--- config.mk ---
export PLATFORM = sky130hd
export DESIGN_NAME = region_filt_ctrl
export DESIGN_NICKNAME = d
export VERILOG_FILES = /design/src/rtl/rgb_region_pkg.sv /design/src/rtl/section_counter.sv /design/src/rtl/region_filt_ctrl.sv
export SDC_FILE = /design/constraint.sdc
export NUM_CORES = 1
export LEC_CHECK = 0
export BUFFER_PORTS_ARGS = -buffer_cell sky130_fd_sc_hd__buf_4
export CELL_PAD_IN_SITES_DETAIL_PLACEMENT = 0
export CELL_PAD_IN_SITES_GLOBAL_PLACEMENT = 1
export CORE_MARGIN = 2
export CORE_UTILIZATION = 30
export CTS_CLUSTER_SIZE = 40
export DETAILED_ROUTE_END_ITERATION = 16
export GPL_TIMING_DRIVEN = 0
export PLACE_DENSITY_LB_ADDON = 0.1
export SLEW_MARGIN = 20
export SYNTH_ARGS = -nofsm -noshare
export SYNTH_HDL_FRONTEND = slang
export SYNTH_HIERARCHICAL = 1
export SYNTH_SLANG_ARGS = --single-unit
--- constraint.sdc ---
create_clock -name clk_i -period 4.73 [get_ports clk_i]
set_input_delay 0.2365 -clock clk_i [delete_from_list [all_inputs] [get_ports clk_i]]
set_output_delay 0.2365 -clock clk_i [all_outputs]
set_load 0.005 [all_outputs]
--- src/rtl/rgb_region_pkg.sv ---
// rgb_region_pkg: shared enums and geometry helper for the region filter controller
package rgb_region_pkg;
  typedef enum logic [1:0] {STATIC, DIAG, CHECKER, ROTATE} mode_e;
  typedef enum logic {SYNC_WAIT, ACTIVE} state_e;
  function automatic int sec_width(input int res, input int n);
    return res / n;
  endfunction
endpackage

--- src/rtl/section_counter.sv ---
// section_counter: saturating position counter split into equal sections, last one absorbing the remainder
module section_counter
  import rgb_region_pkg::*;
#(
  parameter int Resolution = 1920,
  parameter int NumSections = 4,
  localparam int CW = $clog2(Resolution + 1),
  localparam int SW = $clog2(NumSections) + 1
) (
  input  logic          clk,
  input  logic          rst,
  input  logic          clr,
  input  logic          cnt_en,
  input  logic          adv_en,
  output logic [CW-1:0] cnt,
  output logic [SW-1:0] sec,
  output logic          sec_edge,
  output logic          wrap
);
  localparam int W = sec_width(Resolution, NumSections);
  logic at_bnd;
  always_comb begin
    at_bnd = cnt_en && adv_en && int'(sec) < NumSections - 1 && int'(cnt) == (int'(sec) + 1) * W - 1;
    wrap = cnt_en && !clr && int'(cnt) == Resolution - 1;
  end
  always_ff @(posedge clk) begin
    if (rst || clr) begin
      cnt <= '0;
      sec <= '0;
      sec_edge <= 1'b0;
    end else begin
      sec_edge <= at_bnd;
      if (at_bnd) sec <= sec + SW'(1);
      if (cnt_en && int'(cnt) != Resolution) cnt <= cnt + CW'(1);
    end
  end
endmodule

--- src/rtl/region_filt_ctrl.sv ---
// region_filt_ctrl: tracks X/Y frame section of the video stream and drives per-filter enables
module region_filt_ctrl
  import rgb_region_pkg::*;
#(
  parameter int XResolution = 1920,
  parameter int YResolution = 1080,
  parameter int XNumSections = 4,
  parameter int YNumSections = 4,
  parameter int NumFilters = 4,
  parameter int FramesPerStep = 60
) (
  input  logic                              clk_i,
  input  logic                              rst_i,
  input  logic                              valid_i,
  input  logic                              ready_i,
  input  logic                              hsync_i,
  input  logic                              vsync_i,
  input  logic                              vde_i,
  input  logic [1:0]                        mode_i,
  input  logic [NumFilters-1:0]             mask_i,
  output logic [$clog2(XNumSections):0]     x_sec_o,
  output logic [$clog2(YNumSections):0]     y_sec_o,
  output logic                              x_edge_o,
  output logic                              y_edge_o,
  output logic                              frame_start_o,
  output logic [NumFilters-1:0]             enable_o
);
  localparam int XCW = $clog2(XResolution + 1);
  localparam int YCW = $clog2(YResolution + 1);
  localparam int STW = NumFilters > 1 ? $clog2(NumFilters) : 1;
  localparam int FCW = FramesPerStep > 1 ? $clog2(FramesPerStep) : 1;
  logic beat, hs_q, vs_q, hs_rise, vs_rise, x_wrap, y_wrap, unused;
  logic [XCW-1:0] x_cnt;
  logic [YCW-1:0] y_cnt;
  logic [NumFilters-1:0] mask_q, pat;
  logic [FCW-1:0] frame_q;
  logic [STW-1:0] step_q;
  state_e state_q, state_d;
  mode_e mode_q;
  int s;
  assign beat = valid_i & ready_i;
  assign hs_rise = beat & hsync_i & ~hs_q;
  assign vs_rise = beat & vsync_i & ~vs_q;
  assign unused = ^{x_cnt, y_cnt, y_wrap};
  section_counter #(.Resolution(XResolution), .NumSections(XNumSections)) u_x (
    .clk(clk_i), .rst(rst_i), .clr(vs_rise | hs_rise), .cnt_en(beat & vde_i), .adv_en(1'b1),
    .cnt(x_cnt), .sec(x_sec_o), .sec_edge(x_edge_o), .wrap(x_wrap)
  );
  section_counter #(.Resolution(YResolution), .NumSections(YNumSections)) u_y (
    .clk(clk_i), .rst(rst_i), .clr(vs_rise), .cnt_en(x_wrap), .adv_en(1'b1),
    .cnt(y_cnt), .sec(y_sec_o), .sec_edge(y_edge_o), .wrap(y_wrap)
  );
  always_comb state_d = vs_rise ? ACTIVE : state_q;
  always_comb begin
    s = int'(x_sec_o) + int'(y_sec_o);
    pat = mode_q == STATIC  ? '1 :
          mode_q == DIAG    ? NumFilters'(1) << (s % NumFilters) :
          mode_q == CHECKER ? (s[0] ? '0 : '1) :
                              NumFilters'(1) << step_q;
  end
  always_ff @(posedge clk_i) begin
    if (rst_i) begin
      state_q <= SYNC_WAIT;
      mode_q <= STATIC;
      hs_q <= 1'b0;
      vs_q <= 1'b0;
      mask_q <= '0;
      frame_q <= '0;
      step_q <= '0;
      frame_start_o <= 1'b0;
      enable_o <= '0;
    end else begin
      state_q <= state_d;
      mask_q <= mask_i;
      frame_start_o <= vs_rise;
      enable_o <= state_q == ACTIVE ? mask_q & pat : '0;
      if (beat) begin
        hs_q <= hsync_i;
        vs_q <= vsync_i;
      end
      if (vs_rise) begin
        mode_q <= mode_e'(mode_i);
        frame_q <= (state_q == SYNC_WAIT || int'(frame_q) == FramesPerStep - 1) ? '0 : frame_q + FCW'(1);
        // step only advances on a frame-counter wrap inside ACTIVE; entering ACTIVE restarts it
        if (state_q == SYNC_WAIT) step_q <= '0;
        else if (int'(frame_q) == FramesPerStep - 1) step_q <= int'(step_q) == NumFilters - 1 ? '0 : step_q + STW'(1);
      end
    end
  end
endmodule

==> results.json <==
{
  "rr_worst_depth": 13,
  "r2r_slack_ns": 0.29,
  "gp_congestion": 0.770,
  "diodes": 0,
  "holdWs_ns": 0.154,
  "ctsHoldBuffers": 0,
  "syn_area_sq_mm": 0.00375,
  "pin_count": 26,
  "post-route-min-period_ns": 4.44,
  "via_per_inst": 4.76,
  "ant_nets": 0,
  "syn_inst": 443,
  "place_area_sq_mm": 0.00416,
  "drive_above_1_share_pct": 13.1,
  "reg2reg_from": "u_x/sec[0]$_SDFFE_PP0P_",
  "clock-skew-final_ns": 0.00334,
  "wl_per_cell_um": 13.5,
  "rr_endpoint": "u_x/sec[1]$_SDFFE_PP0P_",
  "cts_tree": "built",
  "grt_overflow": 0,
  "drc_errors": 0,
  "dr.first_iter.drc_count": 111,
  "grt_antenna_before_repair": 0,
  "min_period_over_period_pct": 93.9,
  "path_class": "flip-flop to flip-flop",
  "max_freq_mhz": 225,
  "worstPathRequired_ns": 4.95,
  "crit_end": "u_x/sec[1]$_SDFFE_PP0P_",
  "grt_max_degree": 15,
  "cp-startpoint": "u_x/sec[0]$_SDFFE_PP0P_",
  "clk-insertion-delay-late_ns": 0.29,
  "grt_pass1_wl_mm": 15.2,
  "drt_first_pass_iters": 5,
  "cts.clk_slew.worst_paths_ns": 0.07,
  "cts_buffer_depth": 2,
  "setup_viol": 0,
  "final_area_sq_mm": 0.00433,
  "post_cts_buffers": 0,
  "worstPathMaxFanout": 8,
  "tns_ns": 0,
  "p_total_uw": 873,
  "rows": 40,
  "num_vias": 3059,
  "nets": 529,
  "maxSlewHeadroom_pct": 41.9,
  "die_w_um": 116,
  "status": "completed",
  "start_kind": "flip-flop",
  "dp_cells": 637,
  "p_leak_uw": 0.00169,
  "power.density_mw_per_mm2": 202,
  "hp-class": "input pin to flip-flop",
  "fp.dieArea_sq_mm": 0.0134,
  "initial_core_util_pct": 31.0,
  "cap_violations": 0,
  "ir_drop_mv": 0.102,
  "rsz0062_at_grt": "false",
  "die_h_um": 116,
  "cts_buffers": 5,
  "grt_pass1_vias": 3104,
  "totalWireLength_mm": 8.69,
  "syn_to_final_growth_pct": 15.4,
  "critPathCaptureType": "flip-flop",
  "dp_hpwl_mm": 6.70,
  "htreeDepth": 2,
  "postSynthAreaPerCell_sq_um": 8.47,
  "tightest_slew_ns": 0.859,
  "port_buffers": 25,
  "track_usage_pct": 14.2,
  "cts_root_buffer": "clkbuf_16",
  "hold_violations": 0,
  "cp.arrival_ns": 4.66,
  "clock-sinks": 52,
  "coreArea_sq_mm": 0.0121,
  "slew_violations": 0,
  "yosys_warnings": 6,
  "final_cells": 642
}
==> critical path: stages, from the launching register on <==
cell and delay, ns:
dfxtp_1 0.47, buf_6 0.17, inv_1 0.06, ha_1 0.39, xor2_1 0.18, ha_1 0.33
fa_1 0.54, fa_1 0.48, a21o_1 0.20, a21oi_1 0.18, xnor2_1 0.14, or4_4 0.54
a2111oi_4 0.44, mux2i_1 0.23
==> timing repair <==
item,4_1_cts,5_1_grt
gates resized for setup,3,6
pin swaps,0,2
endpoints found under the setup margin,4,8
==> flip-flops by register name, summed over array words and instances, names as in the netlist <==
signal and count:
mask_q 4, state_q 1, u_x/sec 3, step_q 2, hs_q 1, mode_q 2
vs_q 1, u_y/sec 3, frame_q 6, u_y/sec_edge 1, u_x/cnt 11, enable_o 4
frame_start_o 1, u_x/sec_edge 1, u_y/cnt 11
==> cell type report <==
cell class                      count  area, sq um
Buffer                             16         70.1
Clock buffer                        7          153
Fill cell                        1322         7780
Inverter                           27          101
Multi-Input combinational cell    347         2570
Sequential cell                    52         1040
Tap cell                          168          210
Timing Repair Buffer               25          188
==> power breakdown <==
part | internal [uW] | total [uW] | switching (uW)
Sequential | 442 | 445 | 2.22
Clock | 223 | 387 | 164
Combinational | 16.8 | 42.1 | 25.3
Total | 682 | 873 | 192
==> cell usage in the layout (no fill, tap or decap), types with 3 or more instances in the layout <==
cell type and count:
or3_1 6, a21oi_1 14, or4_1 5, a31oi_1 4, mux2i_1 6, nor2b_1 8, dfxtp_1 50, nand4_1 8
clkbuf_1 12, clkbuf_16 5, fa_1 5, o2111ai_1 3, o31ai_1 5, nor2_1 41, ha_1 36, nand2b_1 6
buf_4 25, o211ai_1 6, xnor2_1 23, nand4b_1 4, nor3_1 7, inv_2 3, nand3_1 15, and2_1 6
xor2_1 22, nand2_1 46, o21ai_0 13, and3_1 5, inv_1 24, nor4b_1 4
==> worst min path at each step <==
stage,from,end,cells past startpoint
6_report,mask_i[3],mask_q[3]$_SDFF_PP0_,2
5_1_grt,mask_i[0],mask_q[0]$_SDFF_PP0_,2
4_1_cts,mask_i[0],mask_q[0]$_SDFF_PP0_,2
3_5_place_dp,mask_q[3]$_SDFF_PP0_,enable_o[3]$_SDFF_PP0_,2
3_3_place_gp,mask_q[3]$_SDFF_PP0_,enable_o[3]$_SDFF_PP0_,2
2_1_floorplan,mask_i[0],mask_q[0]$_SDFF_PP0_,1
==> routing by layer <==
metal	GRT usage, %	up-vias	share of wire [%]
met1	19.1	1423	51
li1	-	1599	-
met2	23.9	29	46
met5	0	-	0
met4	3.81	0	1.2
met3	1.99	8	1.9
==> metrics by stage <==
| stage | util [%] | setup slack, ns |
|---|---|---|
| detailed placement | 34.3 | -0.101 |
| global route | 35.8 | 0.0200 |
| floorplan | - | 0.477 |
| finish | 35.8 | 0.288 |
| global placement | 34.3 | -0.116 |
| CTS | 35.6 | 0.0119 |
(Power assumes the default switching activity.)
